==> src/rtl/inst_encoder.sv <==
// inst_encoder: two-stage valid/ready pipeline that packs RV32I instruction fields into a 32-bit word.
// Define INST_ENC_RANGE_CHECK_EN to enable immediate range checking, the error flag and the error counters.
module inst_encoder (
    input  logic        clk,
    input  logic        rst_n,
    input  logic        in_valid_i,
    output logic        in_ready_o,
    input  logic [2:0]  fmt_i,
    input  logic [6:0]  opcode_i,
    input  logic [4:0]  rd_i,
    input  logic [4:0]  rs1_i,
    input  logic [4:0]  rs2_i,
    input  logic [2:0]  funct3_i,
    input  logic [6:0]  funct7_i,
    input  logic [31:0] imm_i,
    input  logic        clear_i,
    output logic        out_valid_o,
    input  logic        out_ready_i,
    output logic [31:0] out_inst_o,
    output logic        out_err_o,
    output logic        err_sticky_o,
    output logic [7:0]  err_count_o,
    output logic [15:0] enc_count_o
);

    typedef enum logic [2:0] {
        FMT_R      = 3'd0,
        FMT_I      = 3'd1,
        FMT_S      = 3'd2,
        FMT_B      = 3'd3,
        FMT_U      = 3'd4,
        FMT_J      = 3'd5,
        FMT_ISHIFT = 3'd6,
        FMT_CSRI   = 3'd7
    } fmt_e;

    // Handshake: a word moves across an interface on the rising edge where valid and ready are
    // both high; a producer holds valid and payload until that edge, ready may change at any time.
    logic        s1_valid;
    fmt_e        s1_fmt;
    logic [6:0]  s1_opcode;
    logic [4:0]  s1_rd;
    logic [4:0]  s1_rs1;
    logic [4:0]  s1_rs2;
    logic [2:0]  s1_funct3;
    logic [6:0]  s1_funct7;
    logic [31:0] s1_imm;
    logic [31:0] s1_word;

    logic        s2_valid;
    logic [31:0] s2_inst;

    logic        s2_free;
    logic        in_take;
    logic        out_fire;
    logic [15:0] enc_count;

    assign s2_free    = !s2_valid || out_ready_i;
    assign in_ready_o = !s1_valid || s2_free;
    assign in_take    = in_valid_i && in_ready_o;
    assign out_fire   = s2_valid && out_ready_i;

    // Stage 1: raw fields; it is refilled whenever it is empty or handing its word on.
    always_ff @(posedge clk or negedge rst_n) begin
        if (!rst_n) begin
            s1_valid  <= 1'b0;
            s1_fmt    <= FMT_R;
            s1_opcode <= '0;
            s1_rd     <= '0;
            s1_rs1    <= '0;
            s1_rs2    <= '0;
            s1_funct3 <= '0;
            s1_funct7 <= '0;
            s1_imm    <= '0;
        end else begin
            if (in_ready_o) begin
                s1_valid <= in_valid_i;
            end
            if (in_take) begin
                s1_fmt    <= fmt_e'(fmt_i);
                s1_opcode <= opcode_i;
                s1_rd     <= rd_i;
                s1_rs1    <= rs1_i;
                s1_rs2    <= rs2_i;
                s1_funct3 <= funct3_i;
                s1_funct7 <= funct7_i;
                s1_imm    <= imm_i;
            end
        end
    end

    // Packing truncates the immediate to the bits each format carries; the error bit reports overflow.
    always_comb begin
        s1_word = '0;
        case (s1_fmt)
            FMT_R:           s1_word = {s1_funct7, s1_rs2, s1_rs1, s1_funct3, s1_rd, s1_opcode};
            FMT_I, FMT_CSRI: s1_word = {s1_imm[11:0], s1_rs1, s1_funct3, s1_rd, s1_opcode};
            FMT_ISHIFT:      s1_word = {s1_funct7, s1_imm[4:0], s1_rs1, s1_funct3, s1_rd, s1_opcode};
            FMT_S:           s1_word = {s1_imm[11:5], s1_rs2, s1_rs1, s1_funct3, s1_imm[4:0], s1_opcode};
            FMT_B:           s1_word = {s1_imm[12], s1_imm[10:5], s1_rs2, s1_rs1, s1_funct3,
                                        s1_imm[4:1], s1_imm[11], s1_opcode};
            FMT_U:           s1_word = {s1_imm[31:12], s1_rd, s1_opcode};
            FMT_J:           s1_word = {s1_imm[20], s1_imm[10:1], s1_imm[11], s1_imm[19:12],
                                        s1_rd, s1_opcode};
            default:         s1_word = '0;
        endcase
    end

    always_ff @(posedge clk or negedge rst_n) begin
        if (!rst_n) begin
            s2_valid <= 1'b0;
            s2_inst  <= '0;
        end else if (s2_free) begin
            s2_valid <= s1_valid;
            if (s1_valid) begin
                s2_inst <= s1_word;
            end
        end
    end

    always_ff @(posedge clk or negedge rst_n) begin
        if (!rst_n) begin
            enc_count <= '0;
        end else if (clear_i) begin
            enc_count <= '0;
        end else if (out_fire) begin
            enc_count <= enc_count + 16'd1;
        end
    end

    assign out_valid_o = s2_valid;
    assign out_inst_o  = s2_inst;
    assign enc_count_o = enc_count;

`ifdef INST_ENC_RANGE_CHECK_EN
    logic       in_err;
    logic       s1_err;
    logic       s2_err;
    logic       err_sticky;
    logic [7:0] err_count;

    // "All equal" upper bits is the sign-extension test for a signed field of that width.
    always_comb begin
        in_err = 1'b0;
        case (fmt_e'(fmt_i))
            FMT_I, FMT_S: in_err = !((&imm_i[31:11]) || !(|imm_i[31:11]));
            FMT_B:        in_err = !((&imm_i[31:12]) || !(|imm_i[31:12])) || imm_i[0];
            FMT_J:        in_err = !((&imm_i[31:20]) || !(|imm_i[31:20])) || imm_i[0];
            FMT_U:        in_err = |imm_i[11:0];
            FMT_ISHIFT:   in_err = |imm_i[31:5];
            FMT_CSRI:     in_err = |imm_i[31:12];
            default:      in_err = 1'b0;
        endcase
    end

    always_ff @(posedge clk or negedge rst_n) begin
        if (!rst_n) begin
            s1_err <= 1'b0;
            s2_err <= 1'b0;
        end else begin
            if (in_take) begin
                s1_err <= in_err;
            end
            if (s2_free && s1_valid) begin
                s2_err <= s1_err;
            end
        end
    end

    always_ff @(posedge clk or negedge rst_n) begin
        if (!rst_n) begin
            err_count  <= '0;
            err_sticky <= 1'b0;
        end else if (clear_i) begin
            err_count  <= '0;
            err_sticky <= 1'b0;
        end else if (out_fire && s2_err) begin
            err_sticky <= 1'b1;
            if (err_count != 8'hFF) begin
                err_count <= err_count + 8'd1;
            end
        end
    end

    assign out_err_o    = s2_err;
    assign err_sticky_o = err_sticky;
    assign err_count_o  = err_count;
`else
    assign out_err_o    = 1'b0;
    assign err_sticky_o = 1'b0;
    assign err_count_o  = 8'h00;
`endif

endmodule

==> config.mk <==
export PLATFORM = sky130hd
export DESIGN_NAME = inst_encoder
export DESIGN_NICKNAME = d
export VERILOG_FILES = /design/src/rtl/inst_encoder.sv
export SDC_FILE = /design/constraint.sdc
export NUM_CORES = 1
export LEC_CHECK = 0
export BUFFER_PORTS_ARGS = -buffer_cell sky130_fd_sc_hd__buf_2
export CAP_MARGIN = 10
export CORE_ASPECT_RATIO = 1.2
export CORE_MARGIN = 2
export CORE_UTILIZATION = 50
export CTS_BUF_LIST = sky130_fd_sc_hd__clkbuf_8
export DETAILED_ROUTE_END_ITERATION = 10
export PLACE_DENSITY = 0.79
export SLEW_MARGIN = 20
export SYNTH_ARGS = -nofsm -noshare
export SYNTH_HDL_FRONTEND = slang
export SYNTH_SLANG_ARGS = --single-unit
==> constraint.sdc <==
create_clock -name clk -period 1.9 [get_ports clk]
set_input_delay 0.475 -clock clk [delete_from_list [all_inputs] [get_ports clk]]
set_output_delay 0.475 -clock clk [all_outputs]
set_load 0.01 [all_outputs]
# Word level (Yosys, flattened, before mapping)
# Index checks and enable logic that the tools add are counted.
classes:
  addsub: 1
  eq_ne: 7
  n_mux: 3
  reduce_logical: 10
ops:
  columns: ["cell", "n"]
  rows:
  - ["32-bit case mux with 7 select lines", 1]
  - ["16-bit two-way mux", 2]
  - ["16-bit by 1-bit adder with 16-bit output (second input constant)", 1]
  - ["3-bit equality test (second input constant)", 4]
  - ["3-bit by 2-bit equality test with 1-bit output (second input constant)", 2]
  - ["3-bit by 1-bit equality test with 1-bit output (second input constant)", 1]
  - ["3-bit logical NOT", 1]
  - ["1-bit logical AND", 2]
  - ["1-bit logical NOT", 2]
  - ["1-bit logical OR", 2]
  - ["2-bit AND reduction", 1]
  - ["2-bit nonzero test", 1]
  - ["2-bit OR reduction", 1]
word_totals:
  reg_bits: 117
  input_bits: 72
  out_inout_bits: 60
  wordCells: 33

# Depth between registers and ports, before layout
depth:
  word_depth: 4
  ltp_mapped: 6
  ltp_nobuf: 5

# Worst setup path before layout
# OpenSTA, ideal clock, no wires.
synth_timing:
  path_kind: "input port to flip-flop"
  start: "input out_ready_i"
  end: "register s1_imm[10]"
  setup_ns: 0.125
  arrival_ns: 1.442
  setup_slack_ns: 0.334
  cell_stages: 5
  path_buffers: 2
  path_cell_list: "nand3b_2 nand2_2 buf_6 buf_6 mux2_2"
synth_between:
  elab_chain_len: 3
synth_lines:
  columns: ["element", "line_no", "source"]
  rows:
  - ["start: declaration", "18", "input logic out_ready_i,"]
  - ["1-bit logical OR", "58", "assign s2_free = !s2_valid || out_ready_i;"]
  - ["1-bit logical OR", "59", "assign in_ready_o = !s1_valid || s2_free;"]
  - ["1-bit logical AND", "60", "assign in_take = in_valid_i && in_ready_o;"]
  - ["end signal: assignment", "87", "s1_imm <= imm_i;"]
  - ["end: declaration", "47", "logic [31:0] s1_imm;"]
# No other way between the ends.
# A chain may end at the register's enable or synchronous reset.

# Final worst setup path
layout_timing:
  start: "register s2_valid (netlist: out_valid_o)"
  end: "output in_ready_o"
layout_between:
  elab_chain_len: 3
layout_lines:
  columns: ["element", "line_no", "source"]
  rows:
  - ["start: declaration", "50", "logic s2_valid;"]
  - ["start signal: assignment", "114", "s2_valid <= s1_valid;"]
  - ["1-bit logical NOT", "58", null]
  - ["1-bit logical OR", "58", null]
  - ["1-bit logical OR", "59", null]
  - ["end: declaration", "7", "output logic in_ready_o,"]
# No other way between the ends.

==> summary.md <==
| Metric | Value |
|---|---|
| Tot GR Track Use | 20.3% |
| Number of CTS-inserted buffers | 17 |
| Final-stage net count | 622 |
| Lkg Pwr | 3.02 nW |
| Fin. Hold Viols | 0 |
| Total iterations of the first detailed-routing run | 4 |
| Syn Area/Cell | 12.3 um2 |
| IR drop worst, VDD | 0.527 mV |
| Cell Area, Placed | 0.00591 mm2 |
| Wire length per cell | 15.7 um |
| P per Cell Area | 1080 mW/mm2 |
| Filler cells | 792 |
| Diode count | 0 |
| DRC | 0 |
| Via count | 3583 |
| Register area | 0.00293 mm2 |
| Die span in y | 115 um |
| Worst hold path type | input port to flop |
| Drt via density | 5.21 |
| Mux share of post-synthesis cell area | 20.8% |
| Sink Count | 117 |
| RSZ-0062 raised after global routing | false |
| Worst path slowest cell | dfrtp_1 |
| Post-synth cell types | 37 |
| Ordered list of cells on the worst path | nand3b_2 -> buf_2 |
| Largest area contributor in the netlist | dfrtp_1 |
| CP max stage delay | 0.50 ns |
| Root buf cell | clkbuf_8 |
| Initial DRC count | 122 |
| Dpl cells | 655 |
| Compound-gate portion of the synthesized area | 6.27% |
| Period utilisation layout | 90.2% |
| Routability congestion estimate | 0.848 |
| Outcome | completed |
| Area contributors post-synth | dfrtp_1 57%, mux2_2 15%, mux2i_1 4.3%, o21ai_0 3.1%, nand2_1 2.1% |
| Max-Cap Viols | 0 |
| Xor and xnor area share after synthesis | 1.86% |
| Worst clock skew | 0.00764 ns |
| Mapped Area | 0.00517 mm2 |
| Layout cells sized above 1 | 42.9% |
| # IOs | 132 |
| Port Buffers | 121 |
| Mapped Cells | 420 |
| Die area | 0.0112 mm2 |
| Vias in the first global route | 3645 |
| CP arrival | 1.24 ns |
| Commonest cells after routing, fill and taps aside | 120 x buf_2, 117 x dfrtp_1, 70 x mux2_2 |
| Number of setup buffers added after CTS | 0 |
| Adder-cell area share of the yosys netlist | 0.242% |
| Pin count of the biggest net entering global routing | 51 |
| CP Data Required Time | 1.42 ns |
| CTS Hold Bufs | 1 |
| Largest family of logic cells by synthesized area | multiplexers |
| TritonCTS clock tree | yes |
| Layout overhead on the synthesized area | 22.9% |
| Kind of launch point of the worst setup path | flop |
| Fin util | 63.2% |
| Clock Latency Late Sink | 0.42 ns |
| Crit end category | output port |
| Area fraction of the dominant cell type after synthesis | 56.6% |
| Core footprint | 0.0101 mm2 |
| Antenna violations before repair | 0 |
| Pins Over Slew Limit | 0 |
| Gr ovfl total | 0 |
| DP Wirelength | 7720 um |
| Synth warnings | 0 |
| Post-synthesis sequential area ratio | 56.6% |
| Post-synthesis simple-gate area fraction | 9.60% |
| Final non-filler cell total | 688 |
| Setup TNS | 0 ns |
| Post-CTS Resized | 0 |
| Max FO, Critical Path | 7 |
| Fin area | 0.00636 mm2 |
| Clock transition at the registers of the reported paths | 0.06 ns |
| F_max | 584 MHz |
| Die X | 96.9 um |
| Initial Utilization | 51.4% |
| Area used by multi-input combinational logic | 0.00205 mm2 |
| Remaining antenna violation count | 0 |
| First-pass GRT wire length | 17800 um |
| Kind of critical path | flop to output port |
| Rows | 40 |
| Drt total wl | 10800 um |
| Final setup viols | 0 |
| Clock Path Buffers | 2 |
| Clock H-tree levels | 4 |
| Synth Register Bits | 117 |
| Commonest non-fill, non-tap cell in the layout | buf_2 |
| Post-layout min period | 1.71 ns |
==> worst max-delay path, delay by kind of cell, from the launching register on <==
family                 cells  cell delay (ns)
buffers and inverters      1             0.17
and+or+nand+nor            1             0.15
DFF                        1             0.50
==> cells by family (layout without fill, tap and decap cells) <==
logic type | after synthesis | count (layout)
simple gates | 94 | 94
compound gates | 58 | 58
buf+inv | 40 | 173
xor+xnor | 11 | 11
other cells | 1 | 10
flops | 117 | 117
mux | 98 | 98
fa+ha+maj | 1 | 1
==> sequential cells by signal, indices dropped and copies added (netlist names) <==
| register | cells |
|---|---|
| s1_funct3 | 3 |
| s1_rs1 | 5 |
| s1_valid | 1 |
| out_valid_o | 1 |
| s1_rs2 | 5 |
| enc_count_o | 16 |
| s1_funct7 | 7 |
| out_inst_o | 32 |
| s1_imm | 32 |
| s1_opcode | 7 |
| s1_rd | 5 |
| s1_fmt | 3 |
==> final cells by class <==
class	count	share of cell area, %
clock buffer	20	4.33
clock inverter	12	2.54
inverter	6	0.354
multi-input combinational	272	32.2
sequential	117	46.1
tap	126	2.48
timing repair buffer	135	12.0
==> stage by stage <==
| step | hold WS [ns] | setup slack [ns] | power (mW) |
|---|---|---|---|
| after floorplan | 0.179 | 0.334 | 3.96 |
| after global placement | 0.459 | 0.161 | 4.42 |
| after detailed placement | 0.465 | 0.121 | 4.49 |
| after CTS | 0.233 | 0.146 | 6.96 |
| after global routing | 0.253 | 0.114 | 7.24 |
| final | 0.267 | 0.187 | 6.88 |
==> synthesized netlist by cell type, drive strengths merged <==
| cell type | count |
|---|---|
| xnor2 | 9 |
| conb | 1 |
| dfrtp | 117 |
| o22ai | 7 |
| a21o | 1 |
| or3 | 2 |
| clkbuf | 5 |
| o22a | 1 |
| nand4 | 3 |
| nor4 | 4 |
| a31oi | 1 |
| buf | 29 |
| ha | 1 |
| nand2b | 7 |
| a211oi | 1 |
| nand3 | 8 |
| mux2 | 76 |
| a21oi | 11 |
| o21ai | 32 |
| nor2 | 16 |
| nand2 | 31 |
| nand3b | 1 |
| inv | 6 |
| xor2 | 2 |
| o221ai | 4 |
| mux2i | 22 |
| nor3 | 15 |
| nor2b | 7 |
==> where the power goes <==
group | internal, mW | switching, mW | total (mW)
logic | 0.644 | 0.645 | 1.29
clock network | 1.51 | 0.930 | 2.44
registers | 2.89 | 0.255 | 3.15
total | 5.05 | 1.83 | 6.88
==> worst paths after layout <==
| check | startpoint | end | slack (ns) | cells past startpoint |
|---|---|---|---|---|
| max | out_valid_o$_DFFE_PN0P_ | in_ready_o | 0.19 | 2 |
| min | funct7_i[2] | s1_funct7[2]$_DFFE_PN0P_ | 0.27 | 2 |
| max reg2reg | out_valid_o$_DFFE_PN0P_ | s1_fmt[1]$_DFFE_PN0P_ | 0.33 | 4 |
| min reg2reg | out_inst_o[8]$_DFFE_PN0P_ | out_inst_o[8]$_DFFE_PN0P_ | 0.47 | 2 |
| max in group asynchronous | rst_n | s1_imm[23]$_DFFE_PN0P_ | 0.72 | 3 |
| min in group asynchronous | rst_n | enc_count_o[0]$_DFFE_PN0P_ | 0.56 | 2 |
==> routing by layer <==
metal	vias up	wire length [um]	global-route usage [%]
met1	1730	4390	24.5
met2	115	5630	35.3
li1	1717	-	-
met4	0	212	7.98
met5	-	0	0
met3	21	587	5.49
(Power assumes the default switching activity.)
